===== config.mk =====
export PLATFORM = sky130hd
export DESIGN_NAME = fifo_wr_arbiter_flat
export DESIGN_NICKNAME = d
export VERILOG_FILES = /design/src/rtl/fifo_wr_arbiter_pkg.sv /design/src/rtl/fifo_wr_arbiter_if.sv /design/src/rtl/fifo_wr_arbiter_rr_pick.sv /design/src/rtl/fifo_wr_arbiter.sv /design/src/flat_wrapper.sv
export SDC_FILE = /design/constraint.sdc
export NUM_CORES = 1
export LEC_CHECK = 0
export ABC_AREA = 0
export CORE_MARGIN = 2
export CORE_UTILIZATION = 33
export CTS_CLUSTER_DIAMETER = 120
export DETAILED_ROUTE_END_ITERATION = 7
export PLACE_DENSITY_LB_ADDON = 0.12
export SKIP_CTS_REPAIR_TIMING = 1
export SYNTH_ARGS = -nofsm -noshare
export SYNTH_HDL_FRONTEND = slang
export SYNTH_SLANG_ARGS = --single-unit

===== constraint.sdc =====
create_clock -name i_clk -period 4.79 [get_ports i_clk]
set_input_delay 0.7185 -clock i_clk [delete_from_list [all_inputs] [get_ports i_clk]]
set_output_delay 0.7185 -clock i_clk [all_outputs]
set_load 0.01 [all_outputs]

===== src/rtl/fifo_wr_arbiter_pkg.sv =====
// Shared types and helpers for the round-robin FIFO write-port arbiter.
package fifo_arb_pkg;

    typedef enum logic [0:0] {
        ARB_IDLE,
        ARB_GRANT
    } arb_state_t;

    // Widest one-hot vector the index helper accepts.
    localparam int unsigned MAX_SRC = 32;

    function automatic int unsigned onehot_to_idx(input logic [MAX_SRC-1:0] oh);
        int unsigned idx;
        idx = 0;
        for (int unsigned i = 0; i < MAX_SRC; i++) begin
            if (oh[i]) idx = i;
        end
        return idx;
    endfunction

    // Pointer value that makes source 0 the first winner of the scan.
    function automatic int unsigned rr_reset_ptr(input int unsigned num_src);
        return num_src - 1;
    endfunction

endpackage


===== src/rtl/fifo_wr_arbiter_if.sv =====
// Source-side handshake bundle and FIFO write-port bundle of the arbiter.
interface fifo_wr_arbiter_if #(
    parameter int unsigned NUM_SRC    = 4,
    parameter int unsigned DATA_WIDTH = 32
);
    localparam int unsigned SW = $clog2(NUM_SRC);

    logic [NUM_SRC-1:0]            i_valid_s;
    logic [NUM_SRC-1:0]            i_last_s;
    logic [NUM_SRC*DATA_WIDTH-1:0] i_datain;
    logic [NUM_SRC-1:0]            o_ready_s;
    logic                          o_valid_m;
    logic [DATA_WIDTH-1:0]         o_dataout;
    logic                          i_ready_m;
    logic                          i_almostfull;
    logic [NUM_SRC-1:0]            o_grant;
    logic [SW-1:0]                 o_grant_id;
    logic                          o_busy;

    // Arbiter side.
    modport slave (
        input  i_valid_s, i_last_s, i_datain, i_ready_m, i_almostfull,
        output o_ready_s, o_valid_m, o_dataout, o_grant, o_grant_id, o_busy
    );

    // Environment side: sources plus FIFO.
    modport master (
        output i_valid_s, i_last_s, i_datain, i_ready_m, i_almostfull,
        input  o_ready_s, o_valid_m, o_dataout, o_grant, o_grant_id, o_busy
    );

endinterface


===== src/rtl/fifo_wr_arbiter_rr_pick.sv =====
// Combinational round-robin picker: first requester above the pointer, with wrap.
module rr_pick
    import fifo_arb_pkg::*;
#(
    parameter int unsigned NUM_SRC = 4,
    parameter int unsigned SW      = $clog2(NUM_SRC)
) (
    input  logic [NUM_SRC-1:0] req_i,
    input  logic [SW-1:0]      ptr_i,
    output logic [NUM_SRC-1:0] gnt_o,
    output logic [SW-1:0]      idx_o,
    output logic               any_o
);

    logic               found;
    logic [SW-1:0]      k;
    logic [MAX_SRC-1:0] gnt_ext;

    always_comb begin
        gnt_o   = '0;
        found   = 1'b0;
        k       = '0;
        gnt_ext = '0;
        for (int unsigned i = 1; i <= NUM_SRC; i++) begin
            k = SW'((32'(ptr_i) + i) % NUM_SRC);
            if (!found && req_i[k]) begin
                found    = 1'b1;
                gnt_o[k] = 1'b1;
            end
        end
        gnt_ext[NUM_SRC-1:0] = gnt_o;
        idx_o = SW'(onehot_to_idx(gnt_ext));
        any_o = |req_i;
    end

endmodule


===== src/rtl/fifo_wr_arbiter.sv =====
// Round-robin arbiter sharing one FIFO write port among NUM_SRC sources in bounded bursts.
module fifo_wr_arbiter
    import fifo_arb_pkg::*;
#(
    parameter int unsigned NUM_SRC    = 4,
    parameter int unsigned DATA_WIDTH = 32,
    parameter int unsigned MAX_BURST  = 4,
    parameter int unsigned SW         = $clog2(NUM_SRC)
) (
    input  logic              i_clk,
    input  logic              i_rst,
    fifo_wr_arbiter_if.slave  bus
);

    localparam int unsigned CW = $clog2(MAX_BURST + 1);

    arb_state_t         state_q;
    logic [NUM_SRC-1:0] grant_q;
    logic [SW-1:0]      grant_id_q;
    logic [SW-1:0]      ptr_q;
    logic [CW-1:0]      cnt_q;

    logic [NUM_SRC-1:0] pick_gnt;
    logic [SW-1:0]      pick_idx;
    logic               pick_any;
    logic               busy;
    logic               beat;

    rr_pick #(
        .NUM_SRC (NUM_SRC),
        .SW      (SW)
    ) u_rr_pick (
        .req_i (bus.i_valid_s),
        .ptr_i (ptr_q),
        .gnt_o (pick_gnt),
        .idx_o (pick_idx),
        .any_o (pick_any)
    );

    // Data path hangs off registered state only, so reset clears it without a clock.
    always_comb begin
        busy          = (state_q == ARB_GRANT);
        bus.o_valid_m = busy & bus.i_valid_s[grant_id_q];
        bus.o_ready_s = busy ? (grant_q & {NUM_SRC{bus.i_ready_m}}) : '0;
        bus.o_dataout = busy ? bus.i_datain[grant_id_q*DATA_WIDTH +: DATA_WIDTH] : '0;
        beat          = bus.o_valid_m & bus.i_ready_m;
    end

    assign bus.o_grant    = grant_q;
    assign bus.o_grant_id = grant_id_q;
    assign bus.o_busy     = busy;

    always_ff @(posedge i_clk or posedge i_rst) begin
        if (i_rst) begin
            state_q    <= ARB_IDLE;
            grant_q    <= '0;
            grant_id_q <= '0;
            ptr_q      <= SW'(rr_reset_ptr(NUM_SRC));
            cnt_q      <= '0;
        end else begin
            unique case (state_q)
                ARB_IDLE: begin
                    if (pick_any && !bus.i_almostfull) begin
                        state_q    <= ARB_GRANT;
                        grant_q    <= pick_gnt;
                        grant_id_q <= pick_idx;
                        cnt_q      <= '0;
                    end
                end
                ARB_GRANT: begin
                    if (!bus.i_valid_s[grant_id_q] ||
                        (beat && (bus.i_last_s[grant_id_q] ||
                                  cnt_q == CW'(MAX_BURST - 1)))) begin
                        state_q <= ARB_IDLE;
                        grant_q <= '0;
                        ptr_q   <= grant_id_q;
                        cnt_q   <= '0;
                    end else if (beat) begin
                        cnt_q <= cnt_q + 1'b1;
                    end
                end
                default: begin
                    state_q <= ARB_IDLE;
                    grant_q <= '0;
                end
            endcase
        end
    end

endmodule


===== src/flat_wrapper.sv =====
// flat-port wrapper written by rule: the top's interface ports become plain ports
module fifo_wr_arbiter_flat import fifo_arb_pkg::*;
#(
    parameter int unsigned NUM_SRC    = 4,
    parameter int unsigned DATA_WIDTH = 32,
    parameter int unsigned MAX_BURST  = 4,
    parameter int unsigned SW         = $clog2(NUM_SRC)
)
  (i_clk, i_rst, bus_i_valid_s, bus_i_last_s, bus_i_datain, bus_i_ready_m, bus_i_almostfull, bus_o_ready_s, bus_o_valid_m, bus_o_dataout, bus_o_grant, bus_o_grant_id, bus_o_busy);
  fifo_wr_arbiter_if #(.NUM_SRC(NUM_SRC), .DATA_WIDTH(DATA_WIDTH)) bus_i ();
  input  logic i_clk;
  input  logic i_rst;
  input wire logic [$bits(bus_i.i_valid_s)-1:0] bus_i_valid_s;
  input wire logic [$bits(bus_i.i_last_s)-1:0] bus_i_last_s;
  input wire logic [$bits(bus_i.i_datain)-1:0] bus_i_datain;
  input wire logic [$bits(bus_i.i_ready_m)-1:0] bus_i_ready_m;
  input wire logic [$bits(bus_i.i_almostfull)-1:0] bus_i_almostfull;
  output wire logic [$bits(bus_i.o_ready_s)-1:0] bus_o_ready_s;
  output wire logic [$bits(bus_i.o_valid_m)-1:0] bus_o_valid_m;
  output wire logic [$bits(bus_i.o_dataout)-1:0] bus_o_dataout;
  output wire logic [$bits(bus_i.o_grant)-1:0] bus_o_grant;
  output wire logic [$bits(bus_i.o_grant_id)-1:0] bus_o_grant_id;
  output wire logic [$bits(bus_i.o_busy)-1:0] bus_o_busy;
  assign bus_i.i_valid_s = bus_i_valid_s;
  assign bus_i.i_last_s = bus_i_last_s;
  assign bus_i.i_datain = bus_i_datain;
  assign bus_i.i_ready_m = bus_i_ready_m;
  assign bus_i.i_almostfull = bus_i_almostfull;
  assign bus_o_ready_s = bus_i.o_ready_s;
  assign bus_o_valid_m = bus_i.o_valid_m;
  assign bus_o_dataout = bus_i.o_dataout;
  assign bus_o_grant = bus_i.o_grant;
  assign bus_o_grant_id = bus_i.o_grant_id;
  assign bus_o_busy = bus_i.o_busy;
  fifo_wr_arbiter #(.NUM_SRC(NUM_SRC), .DATA_WIDTH(DATA_WIDTH), .MAX_BURST(MAX_BURST), .SW(SW)) u_core (.i_clk(i_clk), .i_rst(i_rst), .bus(bus_i));
endmodule

# After elaboration in Yosys (flattened, before gate mapping)
# Cells that the tools add are included.
[word_totals]
register_bits = 12
wordCells = 94
[classes]
addsub = 5
n_lt_le_gt_ge = 9
n_eq_ne = 4
shifts = 1
n_mux = 42
n_bitwise = 7
n_reduce_logical = 21
[op_table]
columns = ["operator", "n"]
rows = [
  ["variable part select 128 x 8 -> 32 bit", 1],
  ["2-to-1 mux 32 bit", 1],
  ["2-to-1 mux 4 bit", 7],
  ["2-to-1 mux 1 bit", 16],
  ["less-than comparator 2 x 3 -> 1 bit (second input constant)", 5],
  ["binary-select mux 1 bit (select 2 bit)", 6],
  ["OR 4 bit", 3],
  ["logical AND 1 bit", 9],
  ["2-to-1 mux 3 bit", 3],
  ["demux 1 bit (select 2 bit)", 4],
  [">= comparator 2 x 1 -> 1 bit (second input constant)", 4],
  ["one-hot mux 4 bit (2 select lines)", 1],
  ["AND reduction 2 bit", 4],
  ["one-hot mux 3 bit (2 select lines)", 1],
  ["zero test 1 bit", 5],
  ["adder 2 x 1 -> 2 bit (second input constant)", 2],
  ["adder 2 bit (second input constant)", 2],
  ["bitwise AND 4 bit", 1],
  ["2-to-1 mux 2 bit", 2],
  ["OR reduction 4 bit", 1],
  ["adder 3 x 1 -> 3 bit (second input constant)", 1],
  ["== test 3 x 2 -> 1 bit (second input constant)", 1],
  ["inequality test 3 bit (second input constant)", 1],
  ["bitwise AND 1 bit", 2],
  ["other kinds (5)", 6],
]

# Logic depth before layout (Yosys ltp)
[logic_depth]
word_depth = 16
ltp_mapped = 7
depth_no_buf = 7

# Cells and area by module
# From an unflattened synthesis, not the netlist that was laid out.
[unflattened]
hier_cells = 170
hier_area_um2 = 1998.2
[modules_own_cells]
columns = ["mod", "instances", "cells_per_inst", "area_each_um2", "seq_area_each_um2"]
rows = [
  ["fifo_wr_arbiter", 1, 133, 1627.8, 302.8],
  ["rr_pick", 1, 37, 370.4, 0.0],
]

# Worst setup path before layout
# No wires, ideal clock.
[synth_timing]
kind = "register to register"
from = "register u_core.ptr_q[0]"
to = "register u_core.grant_id_q[0], in the netlist u_core.bus.o_grant_id[0]"
t_arrival_ns = 2.402
required_ns = 4.708
slack_ns = 2.306
path_stages_with_launch = 8
path_buffers = 0
period_less_slack_ns = 2.484
cell_sequence = "dfstp_2 > inv_1 > ha_1 > mux4_2 > nor4b_4 > and2_1 > o211ai_1 > a31oi_1"
[synth_via]
elab_chain_cells = 16
word_cells_on_any_way = 51
classes_between = "4 x add/sub; 8 x order compare; 26 x mux; 3 x bitwise; 10 x reduce/logical"
[synth_lines]
columns = ["item", "line_no", "rtl"]
rows = [
  ["start: declaration", "fifo_wr_arbiter.sv:20", "logic [SW-1:0] ptr_q;"],
  ["start signal: assignment", "fifo_wr_arbiter.sv:58", "ptr_q <= SW'(rr_reset_ptr(NUM_SRC));"],
  ["start signal: assignment", "fifo_wr_arbiter.sv:76", "ptr_q <= grant_id_q;"],
  ["parallel branches: the longest is 12 deep, another holds less-than comparator 2 x 3 -> 1 bit", "-", ""],
  ["2-to-1 mux 4 bit (*)", "fifo_wr_arbiter_rr_pick.sv:26", "if (!found && req_i[k]) begin"],
  ["2-to-1 mux 1 bit", "fifo_wr_arbiter_pkg.sv:16", "if (oh[i]) idx = i;"],
  ["2-to-1 mux 2 bit", "fifo_wr_arbiter_pkg.sv:16", ""],
  ["2-to-1 mux 2 bit (*)", "fifo_wr_arbiter_pkg.sv:16", ""],
  ["end signal: assignment", "fifo_wr_arbiter.sv:66", "grant_id_q <= pick_idx;"],
  ["end: declaration", "fifo_wr_arbiter.sv:19", "logic [SW-1:0] grant_id_q;"],
]
# Every way passes the cells marked *. The select of a mux whose other input is x is not followed.
# A chain may end at the register's enable or synchronous reset.

# Final worst setup path
[layout_timing]
from = "register u_core.grant_id_q[0], in the netlist u_core.bus.o_grant_id[0]"
to = "output port bus_o_dataout[7]"
[layout_via]
elab_chain_cells = 2
[layout_lines]
columns = ["item", "line_no", "rtl"]
rows = [
  ["variable part select 128 x 8 -> 32 bit", "fifo_wr_arbiter.sv:45", "bus.o_dataout = busy ? bus.i_datain[grant_id_q*DATA_WIDTH +: DATA_WIDTH] : '0;"],
  ["2-to-1 mux 32 bit", "fifo_wr_arbiter.sv:45", ""],
  ["end: declaration", "flat_wrapper.sv:20", "output wire logic [$bits(bus_i.o_dataout)-1:0] bus_o_dataout;"],
]
# Every way passes these cells.

==> impl_metrics.yaml <==
power:
  p_int_mw: 1.06
  power_switching_uw: 682
  p_seq_frac: 0.184
  power.density_nw_per_um2: 452
  ir_drop_v: 0.000263
  pwr-share-comb: 0.754
  switching_share: 0.392
  leakage_nw: 1.45
  power_frac_clock: 0.063
synthesis:
  synth-main-ff-cell: "dfrtp_1"
  syn_nets: 314
  yosys_warnings: 0
  synthCells: 164
  ys_types: 33
  netlist_top_cells_area: "mux4_2 (43%), dfrtp_1 (13%), and2_1 (11%)"
  synth_edf_count: 0
  async_reset_ff_frac: 1.00
  ys_seq_area_frac: 0.159
  yosysTopAreaCellShare: 0.425
  yosysTopAreaCell: "mux4_2"
  syn_area_per_cell_um2: 11.6
  syn_area_um2: 1910
  synth.ff_latch_count: 12
detailed_routing:
  wl_met3_um: 708
  post_drt_wl_per_cell_um: 19.5
  drtAntennaViolNets: 0
  viasPerCell: 5.19
  vias: 2145
  wirelength_mm: 8.06
  m1WireLength_mm: 3.20
  drc: 0
  dr.pass1.iters: 5
  dr_wl_met2_mm: 4.00
  initialDrtViolationCount: 56
  highest_layer: "met4"
final_layout:
  layout_commonest_cell: "clkdlybuf4s50_1"
  syn2layout_area_growth_pct: 102
  final_util: 0.694
  diodes: 0
  final_cells: 413
  final_layout_size_suffix_gt1_frac: 0.138
  fin_nets: 492
  layout_common_cells: "clkdlybuf4s50_1 (183), mux4_2 (36), and2_1 (35)"
outcome:
  status: "finished, final reports clean"
min_path:
  hold_class: "reg -> reg"
timing:
  hold_violations: 0
  post-route-period-util: 0.707
  maxSlewViolCount: 0
  maxSlewHeadroom: 0.278
  setup_tns_ns: 0
  min_period_ns: 3.39
  tightest_slew_ns: 1.08
  max_freq_mhz: 295
  setup_viol: 0
  holdWs_ns: 0.487
  fin_skew_ns: 0.00321
  rsz0062_at_grt: "false"
setup_path:
  start_kind: "register"
  cp_max_fo: 25
  critPathKind: "reg -> out"
  crit_arrival_ns: 2.67
  rrSetupSlack_ns: 2.03
  end_kind: "output port"
  cp.required_ns: 4.07
clock_network:
  cts_sinks: 12
  cts_buffers: 3
  clockBufferDepth: 2
  clkTransAtPathRegs_ns: 0.05
  clkLatencyLatePin_ns: 0.24
  h-tree-depth: 1
  cts_tree: "done"
  cts-root-buf: "clkbuf_8"
die:
  die_area_um2: 6400
  core_area_um2: 5540
  die_w_um: 80.0
  io_pins: 184
  placementRows: 27
  dieHeight_um: 80.0
  initial_core_util: 0.344
placed_design:
  dp.cells: 409
  port_buffers: 183
  place_hpwl_mm: 6.48
  gp_congestion: 0.795
grt:
  antenna_found_initial: 0
  grt_pass1_wl_mm: 11.8
  grt_max_degree: 44
  grt_usage: 0.241
  grt_pass1_vias: 2113
  grt.overflow.total: 0
flow_run:
  max_cap_violations: 0
## cells by family (layout without fill, tap and decap cells)
group | Yosys count | in the layout | share of synthesized area
compound gates | 23 | 23 | 0.0801
fa+ha+maj | 10 | 10 | 0.0656
mux | 38 | 38 | 0.453
buf+inv | 17 | 194 | 0.0394
simple gates | 64 | 64 | 0.203
flops | 12 | 12 | 0.159
## final cells by class
type,count,area [µm²]
clock buffers,4,55.1
fillers,428,1700
inverters,5,18.8
multi-input cells,135,1530
flip-flops and latches,12,304
well taps,72,90.1
repair buffers,185,1850
## registers in the layout, indices dropped and copies added (netlist names)
name and count:
u_core.bus.o_grant 4, u_core.cnt_q 3, u_core.bus.o_grant_id 2, u_core.ptr_q 2, u_core.bus.o_busy 1
## power by group through the flow
stage	clock network (mW)	registers (mW)	logic, mW
3_5_place_dp	0	0.324	1.31
2_1_floorplan	0	0.203	0.876
6_report	0.109	0.319	1.31
5_1_grt	0.118	0.347	1.41
4_1_cts	0.112	0.324	1.32
3_3_place_gp	0	0.323	1.30
## path summary, 6_finish.rpt
check                                         start                       end  cells past startpoint
min in group asynchronous                     i_rst     u_core.bus.o_grant[1]                      2
max                        u_core.bus.o_grant_id[0]          bus_o_dataout[7]                      4
max reg2reg                         u_core.ptr_q[0]  u_core.bus.o_grant_id[1]                      7
min                                 u_core.cnt_q[2]           u_core.cnt_q[2]                      2
min reg2reg                         u_core.cnt_q[2]           u_core.cnt_q[2]                      2
max in group asynchronous                     i_rst           u_core.ptr_q[1]                      2
## Yosys cell counts (2+ instances only)
cell type / count
mux4_2: 36
and2_1: 35
nand2_1: 11
dfrtp_1: 10
ha_1: 10
clkbuf_1: 7
o21ai_0: 6
inv_1: 5
o2bb2ai_1: 5
a21oi_1: 4
and3_1: 4
nor2_1: 4
buf_2: 3
a221oi_1: 2
a31oi_1: 2
dfstp_2: 2
mux4_1: 2
## stage by stage
step | setup WS (ns) | total power, mW | area, µm²
5_1_grt | 1.20 | 1.87 | 3840
6_report | 1.40 | 1.74 | 3840
2_1_floorplan | 2.31 | 1.08 | 1910
3_5_place_dp | 1.60 | 1.63 | 3790
3_3_place_gp | 1.60 | 1.62 | 3790
4_1_cts | 1.33 | 1.75 | 3840
## per-layer routing
metal / up-vias / GRT usage
met3: 12 / 0.0532
met2: 94 / 0.391
met5: - / 0
met4: 0 / 0.0576
li1: 1003 / -
met1: 1036 / 0.330
## critical path, cell delays in order (launching register included)
cell	delay (ns)
dfrtp_2	0.84
buf_4	0.39
mux4_2	0.54
and2_1	0.17
clkdlybuf4s50_1	0.48
Power figures use the tool's default switching activity.
